==> src/rtl/pwm_hbridge_driver.sv <==
// Multi-channel H-bridge PWM driver. Duty and mode are double-buffered to period
// boundaries, and direction changes are separated by whole periods of dead time.
module pwm_hbridge_driver #(
    parameter int unsigned NUM_CH       = 2,
    parameter int unsigned CNT_W        = 4,
    parameter int unsigned DEAD_PERIODS = 1,
    parameter int unsigned DIV_HALF     = 8
) (
    input  logic                    clk_3125KHz,
    input  logic                    reset,
    input  logic [NUM_CH*CNT_W-1:0] duty,
    input  logic [NUM_CH*2-1:0]     mode,
    input  logic                    load,
    output logic [NUM_CH-1:0]       pwm_fwd,
    output logic [NUM_CH-1:0]       pwm_rev,
    output logic                    period_start,
    output logic                    clk_div
);
    localparam int unsigned DUTY_W = NUM_CH * CNT_W;
    localparam int unsigned MODE_W = NUM_CH * 2;
    localparam int unsigned DIV_W  = (DIV_HALF > 1) ? $clog2(DIV_HALF) : 1;
    localparam int unsigned DEAD_W = 4;

    localparam logic [2:0] ST_COAST = 3'd0;
    localparam logic [2:0] ST_FWD   = 3'd1;
    localparam logic [2:0] ST_REV   = 3'd2;
    localparam logic [2:0] ST_BRAKE = 3'd3;
    localparam logic [2:0] ST_DEAD  = 3'd4;

    logic [CNT_W-1:0]  cnt_q, cnt_d;
    logic [DIV_W-1:0]  div_q, div_d;
    logic              clk_div_q, clk_div_d;
    logic [DUTY_W-1:0] sh_duty_q, sh_duty_d, act_duty_q, act_duty_d;
    logic [MODE_W-1:0] sh_mode_q, sh_mode_d, act_mode_q, act_mode_d;
    logic [2:0]        state_q [NUM_CH];
    logic [2:0]        state_d [NUM_CH];
    logic [DEAD_W-1:0] dead_q  [NUM_CH];
    logic [DEAD_W-1:0] dead_d  [NUM_CH];
    logic [2:0]        req_c   [NUM_CH];
    logic [NUM_CH-1:0] raw_c;
    logic [NUM_CH-1:0] fwd_q, fwd_d, rev_q, rev_d;
    logic              ps_q, ps_d;
    logic              wrap_c;

    assign wrap_c = (cnt_q == '1);

    // Counter, clock divider and the shadow/active register pair
    always_comb begin
        cnt_d      = cnt_q + CNT_W'(1);
        div_d      = div_q + DIV_W'(1);
        clk_div_d  = clk_div_q;
        sh_duty_d  = sh_duty_q;
        sh_mode_d  = sh_mode_q;
        act_duty_d = act_duty_q;
        act_mode_d = act_mode_q;
        if (div_q == DIV_W'(DIV_HALF - 1)) begin
            div_d     = '0;
            clk_div_d = ~clk_div_q;
        end
        if (load) begin
            sh_duty_d = duty;
            sh_mode_d = mode;
        end
        // A load on the wrap cycle bypasses the shadow so it lands one period sooner
        if (wrap_c) begin
            act_duty_d = load ? duty : sh_duty_q;
            act_mode_d = load ? mode : sh_mode_q;
        end
    end

    always_comb begin
        for (int i = 0; i < int'(NUM_CH); i++) begin
            req_c[i] = {1'b0, act_mode_d[2*i +: 2]};
            raw_c[i] = (act_duty_q[i*CNT_W +: CNT_W] == '1) ||
                       (cnt_q < act_duty_q[i*CNT_W +: CNT_W]);
        end
    end

    // Channel FSM next state, evaluated only at the wrap edge
    always_comb begin
        for (int i = 0; i < int'(NUM_CH); i++) begin
            state_d[i] = state_q[i];
            dead_d[i]  = dead_q[i];
            if (wrap_c) begin
                if (req_c[i] == ST_COAST) begin
                    state_d[i] = ST_COAST;
                    dead_d[i]  = '0;
                end else begin
                    case (state_q[i])
                        ST_COAST: state_d[i] = req_c[i];
                        ST_DEAD: begin
                            if (dead_q[i] <= DEAD_W'(1)) begin
                                state_d[i] = req_c[i];
                                dead_d[i]  = '0;
                            end else begin
                                dead_d[i] = dead_q[i] - DEAD_W'(1);
                            end
                        end
                        default: begin
                            if (state_q[i] != req_c[i]) begin
                                state_d[i] = ST_DEAD;
                                dead_d[i]  = DEAD_W'(DEAD_PERIODS);
                            end
                        end
                    endcase
                end
            end
        end
    end

    // Bridge outputs from current state; only BRAKE drives both sides high
    always_comb begin
        fwd_d = '0;
        rev_d = '0;
        ps_d  = (cnt_q == '0);
        for (int i = 0; i < int'(NUM_CH); i++) begin
            case (state_q[i])
                ST_FWD:   fwd_d[i] = raw_c[i];
                ST_REV:   rev_d[i] = raw_c[i];
                ST_BRAKE: begin
                    fwd_d[i] = 1'b1;
                    rev_d[i] = 1'b1;
                end
                default: ;
            endcase
        end
    end

    always_ff @(posedge clk_3125KHz) begin
        if (reset) begin
            for (int i = 0; i < int'(NUM_CH); i++) begin
                state_q[i] <= ST_COAST;
                dead_q[i]  <= '0;
            end
        end else begin
            state_q <= state_d;
            dead_q  <= dead_d;
        end
    end

    always_ff @(posedge clk_3125KHz) begin
        if (reset) begin
            cnt_q      <= '0;
            div_q      <= '0;
            clk_div_q  <= 1'b0;
            sh_duty_q  <= '0;
            sh_mode_q  <= '0;
            act_duty_q <= '0;
            act_mode_q <= '0;
            fwd_q      <= '0;
            rev_q      <= '0;
            ps_q       <= 1'b0;
        end else begin
            cnt_q      <= cnt_d;
            div_q      <= div_d;
            clk_div_q  <= clk_div_d;
            sh_duty_q  <= sh_duty_d;
            sh_mode_q  <= sh_mode_d;
            act_duty_q <= act_duty_d;
            act_mode_q <= act_mode_d;
            fwd_q      <= fwd_d;
            rev_q      <= rev_d;
            ps_q       <= ps_d;
        end
    end

    assign pwm_fwd      = fwd_q;
    assign pwm_rev      = rev_q;
    assign period_start = ps_q;
    assign clk_div      = clk_div_q;

endmodule

==> config.mk <==
export PLATFORM = sky130hd
export DESIGN_NAME = pwm_hbridge_driver
export DESIGN_NICKNAME = d
export VERILOG_FILES = /design/src/rtl/pwm_hbridge_driver.sv
export SDC_FILE = /design/constraint.sdc
export NUM_CORES = 1
export LEC_CHECK = 0
export ABC_AREA = 0
export CORE_AREA = 2 2 77 79
export DETAILED_ROUTE_END_ITERATION = 8
export DIE_AREA = 0 0 79 81
export GPL_TIMING_DRIVEN = 1
export PLACE_DENSITY_LB_ADDON = 0.12
export SYNTH_ARGS = -nofsm -noshare
export SYNTH_HDL_FRONTEND = slang
export SYNTH_SLANG_ARGS = --single-unit
==> constraint.sdc <==
create_clock -name clk_3125KHz -period 6.6 [get_ports clk_3125KHz]
set_clock_uncertainty 0.15 [all_clocks]
set_input_delay 0.99 -clock clk_3125KHz [delete_from_list [all_inputs] [get_ports clk_3125KHz]]
set_output_delay 0.99 -clock clk_3125KHz [all_outputs]
set_load 0.02 [all_outputs]
# After elaboration in Yosys (flattened, before gate mapping)
# Cells that the tools add are included.
[totals]
regBits = 51
inputBits = 15
wordCells = 80
[op_classes]
add_sub_neg = 4
n_lt_le_gt_ge = 4
eq_ne = 18
muxes = 23
bitwise = 1
n_reduce_logical = 16
[ops]
columns = ["op", "n"]
rows = [
  ["2-to-1 mux 4 bit", 8],
  ["2-to-1 mux 3 bit", 6],
  ["one-hot mux 4 bit (2 select lines)", 2],
  ["== test 3 x 2 -> 1 bit (second input constant)", 4],
  ["== test 4 bit (second input constant)", 3],
  ["zero test 3 bit", 4],
  ["one-hot mux 3 bit (2 select lines)", 2],
  ["AND reduction 3 bit", 4],
  ["== test 3 bit (second input constant)", 3],
  ["<= comparator 4 x 1 -> 1 bit (second input constant)", 2],
  ["less-than comparator 4 bit", 2],
  ["2-to-1 mux 8 bit", 1],
  ["one-hot mux 1 bit (2 select lines)", 4],
  ["nonzero test 4 bit", 2],
  ["subtractor 4 x 1 -> 4 bit (second input constant)", 2],
  ["== test 3 x 1 -> 1 bit (second input constant)", 2],
  ["inequality test 3 x 2 -> 1 bit", 2],
  ["inequality test 3 bit (second input constant)", 2],
  ["nonzero test 3 bit", 2],
  ["adder 4 x 1 -> 4 bit (second input constant)", 1],
  ["zero test 4 bit", 1],
  ["inequality test 2 bit (second input constant)", 2],
  ["adder 3 x 1 -> 3 bit (second input constant)", 1],
  ["logical OR 1 bit", 2],
  ["other kinds (2)", 2],
]

# Logic depth before layout (Yosys ltp)
[depth]
ltp_word = 6
mapped_depth = 9

# Worst setup path after synthesis
# No wires, ideal clock.
[synth_timing]
path_type = "input -> register"
startpoint = "in load"
endpoint = "reg dead_q[4] in the netlist's numbering"
setup_ns = 0.128
t_arrival_ns = 2.529
required_time_ns = 6.322
setup_slack_ns = 3.793
stages = 7
n_path_buf = 1
cell_sequence = "buf_6 mux2i_2 mux2_2 o22a_2 o21ai_2 mux2i_1 nor2_1"
[synth_via]
elab_chain_len = 5
[synth_rtl]
columns = ["element", "line", "text"]
rows = [
  ["start, declared", "13", "input logic load,"],
  ["2-to-1 mux 4 bit (*)", "n/a", ""],
  ["2-to-1 mux 4 bit (*)", "65", "if (wrap_c) begin"],
  ["inequality test 3 x 2 -> 1 bit or zero test 3 bit (tied branches)", "100, 85", ""],
  ["nonzero test 3 bit (no source line) or inequality test 2 bit (tied branches)", "n/a", ""],
  ["AND reduction 3 bit (no source line)", "n/a", ""],
  ["end signal, assigned by index", "133", "dead_q[i] <= '0;"],
  ["end signal, assigned", "137", "dead_q <= dead_d;"],
  ["end, declared", "37", "logic [DEAD_W-1:0] dead_q [NUM_CH];"],
]
# Every way passes the cells marked *; elsewhere a longest branch is shown, timed or not.
# A chain may end at the register's enable or synchronous reset.

# Worst setup path after layout
# Same ends and word-level chain as after synthesis.

==> summary.md <==
| Metric | Value |
|---|---|
| Outcome | finished clean |
| CP max-delay cell | clkdlybuf4s50_1 |
| Total wire length | 4.07 mm |
| Met1 usage | 17.9% |
| DR vias | around 1700 |
| Worst Path Arrival | ~3.8 ns |
| Worst-margin pin slew | 0.919 ns |
| Crit-path cells | clkdlybuf4s50_1 > mux2i_1 > mux2_2 > o22a_2 > o21ai_2 > mux2i_1 > nor2_1 |
| Type of origin of the critical path | input port |
| Net count after synthesis | 289 |
| M2 GR Usage | between 20% and 30% |
| Layout cells sized above 1 | 6.59% |
| Via density | 5.00 |
| Fillers | 582 |
| Int Power | 451 µW |
| CP Class | input port to register |
| Setup_tns | 0 ns |
| FF-to-FF path depth | 6 |
| Hold_buf cts | 0 |
| Final GP Congestion | 0.797 |
| Synth async-reset ratio | 0% |
| Vias in the first global route | approximately 1600 |
| Total chip power | 577 µW |
| Max stage delay on crit path | 1.01 ns |
| GRT Total Usage | 13.8% |
| NetSw | 126 µW |
| Detailed Routing Iterations Pass 1 | 4 |
| Top-area cell type share of the netlist area | 42.5% |
| Crit end category | register |
| Area leader, netlist | dfxtp_1 |
| Layout Nets | 302 |
| Max FO, Critical Path | 12 |
| Max IR drop VDD | 0.000120 V |
| Synthesized area | 2400 µm² |
| Clock tree buffer depth | 2 |
| Most frequent cells in the layout | 51 x dfxtp_1, 43 x nor2_1, 19 x clkdlybuf4s50_1, 14 x inv_1, 14 x ha_1 |
| Die X | 79 µm |
| Combinational power share | under 10% |
| Root Buffer | clkbuf_8 |
| Final Max Slew Viols | 0 |
| Top FF cell, synth | dfxtp_1 |
| Site row count | 28 |
| Footprint of the multi-input gates | 1250 µm² |
| Routed Antenna Nets | 0 |
| Dpl hpwl | 2.76 mm |
| CTS tree | yes |
| M3 GR Usage | 4.22% |
| Seq cells post-synth | 51 |
| Leak | 0.00107 µW |
| Wire length of the first global-routing pass | between 7 and 8 mm |
| Area contributors post-synth | dfxtp_1 42%, ha_1 7.3%, nor2_1 6.7%, mux2i_1 5.4%, a211oi_1 3.4% |
| Clock latency on the worst-skew pair | 0.30 ns |
| Max_slew headroom | 38.7% |
| Final Cycle Share | 57.3% |
| # port buffers | 20 |
| Total CTS buffers | 5 |
| Unrepaired setup endpoints after global routing | no |
| Clock transition at path regs | around 0.090 ns |
| Core area | between 5000 and 6000 µm² |
| Gate Count Post-Synth | 260 |
| Drt initial violations | 122 |
| Max cap viols | 0 |
| Distinct cells, synth | 50 |
| Gr busiest metal | met2 |
| Most common cell on crit path | mux2i_1 |
| Die height | between 80 and 90 µm |
| Gr ovfl total | 0 |
| Register area | 1020 µm² |
| Pin count of the biggest net entering global routing | just over 50 |
| Setup Buffers After CTS | 0 |
| PD cells | roughly 210 nW/µm² |
| Hold path depth | 1 |
| Commonest non-fill, non-tap cell in the layout | dfxtp_1 |
| Layout area overhead | 12.8% |
| Kind of path behind the tightest hold check | register to register |
| Htree depth | 2 |
| Switching Share | 21.8% |
| Ys Warns | 0 |
| Final setup vio count | 0 |
| Post-CTS resize count | 0 |
| Starting density of the core | 42.4% |
| Final worst path period need | 3.78 ns |
| Initial antenna violation count | 0 |
| Fin. Hold Viols | 0 |
| Part of the power in registers | 55.5% |
| Diodes inserted | 0 |
| Io pins | 21 |
| Avg WL per Cell | 11.7 µm |
| Die ar. | 6400 µm² |
| Clock share of power | a little over a third |
| Max Freq | 265 MHz |
| Post-synthesis sequential area ratio | 42.5% |
| Number of synthesized flops with an enable pin | 0 |
| Clock tree sinks | 51 |
| # DRC | 0 |
| Post-Syn Area per Cell | 9.25 µm² |
| Critical path required time | 6.62 ns |
-- through the flow --
stage	setup slack [ns]	hold WS, ns	area [µm²]	instances	util [%]
2_1_floorplan	3.79	0.253	2400	260	-
3_3_place_gp	2.58	0.267	2610	341	46.0
3_5_place_dp	2.48	0.275	2610	341	46.0
4_1_cts	2.81	0.288	2710	348	47.8
5_1_grt	2.62	0.311	2710	348	47.8
6_report	2.82	0.280	2710	348	47.8
-- state kept, by name, summed over array words and instances, names as in the netlist --
register	cells
act_duty_q	8
act_mode_q	4
clk_div	1
cnt_q	4
dead_q	8
div_q	3
period_start	1
pwm_fwd	2
pwm_rev	2
sh_duty_q	8
sh_mode_q	4
state_q	6
-- final cells by class --
cell class / instances / share of cell area, %
timing repair buffer: 20 / 7.20
clock inverter: 1 / 1.11
multi-input combinational: 181 / 46.0
inverter: 14 / 1.94
sequential: 51 / 37.6
clock buffer: 6 / 2.68
tap: 75 / 3.46
-- final timing paths --
| path | to | startpoint | slack, ns |
|---|---|---|---|
| min reg2reg | div_q[0]$_SDFF_PP0_ | div_q[0]$_SDFF_PP0_ | 0.28 |
| min | div_q[0]$_SDFF_PP0_ | div_q[0]$_SDFF_PP0_ | 0.28 |
| max reg2reg | dead_q[3]$_SDFFE_PP0P_ | cnt_q[1]$_SDFF_PP0_ | 4.07 |
| max | dead_q[4]$_SDFFE_PP0P_ | load | 2.82 |
-- worst max-delay path, delay by kind of cell --
family | cells | cell delay [ns]
mux | 3 | 1.31
simple gates | 1 | 0.05
compound gates | 2 | 0.44
buf+inv | 1 | 1.01
-- synthesized netlist by cell type, types with 3 or more instances --
cell type	count
a211oi_1	11
a21oi_1	8
or3_1	6
xnor2_1	4
nand4_1	3
nor3_1	5
nand3_1	3
nor2b_1	4
o211a_1	5
dfxtp_1	51
buf_6	3
a21boi_0	4
inv_1	14
clkbuf_1	7
nand2_1	13
o21ai_0	10
mux2i_1	13
nor2_1	43
ha_1	14
-- kinds of logic after synthesis --
group	after synthesis	share of synthesized area [%]
buf+inv	28	5.67
xor+xnor	6	2.19
fa+ha+maj	14	7.28
flops	51	42.5
compound gates	55	16.7
simple gates	88	17.4
mux	18	8.32
-- metal layers --
metal  vias to the layer above  wire length [µm]
met5                         -                 0
met4                         0                51
met3                         5               154
met2                        22              1810
met1                       771              2050
li1                        941                 -
-- power by group through the flow --
stage / Combinational (µW) / Clock, µW / Sequential (µW)
after floorplan: 33.5 / 0 / 327
after global placement: 48.1 / 0 / 327
after detailed placement: 48.8 / 0 / 327
after CTS: 49.0 / 219 / 320
after global routing: 55.9 / 231 / 321
final: 48.2 / 209 / 320
Power figures use the tool's default switching activity.
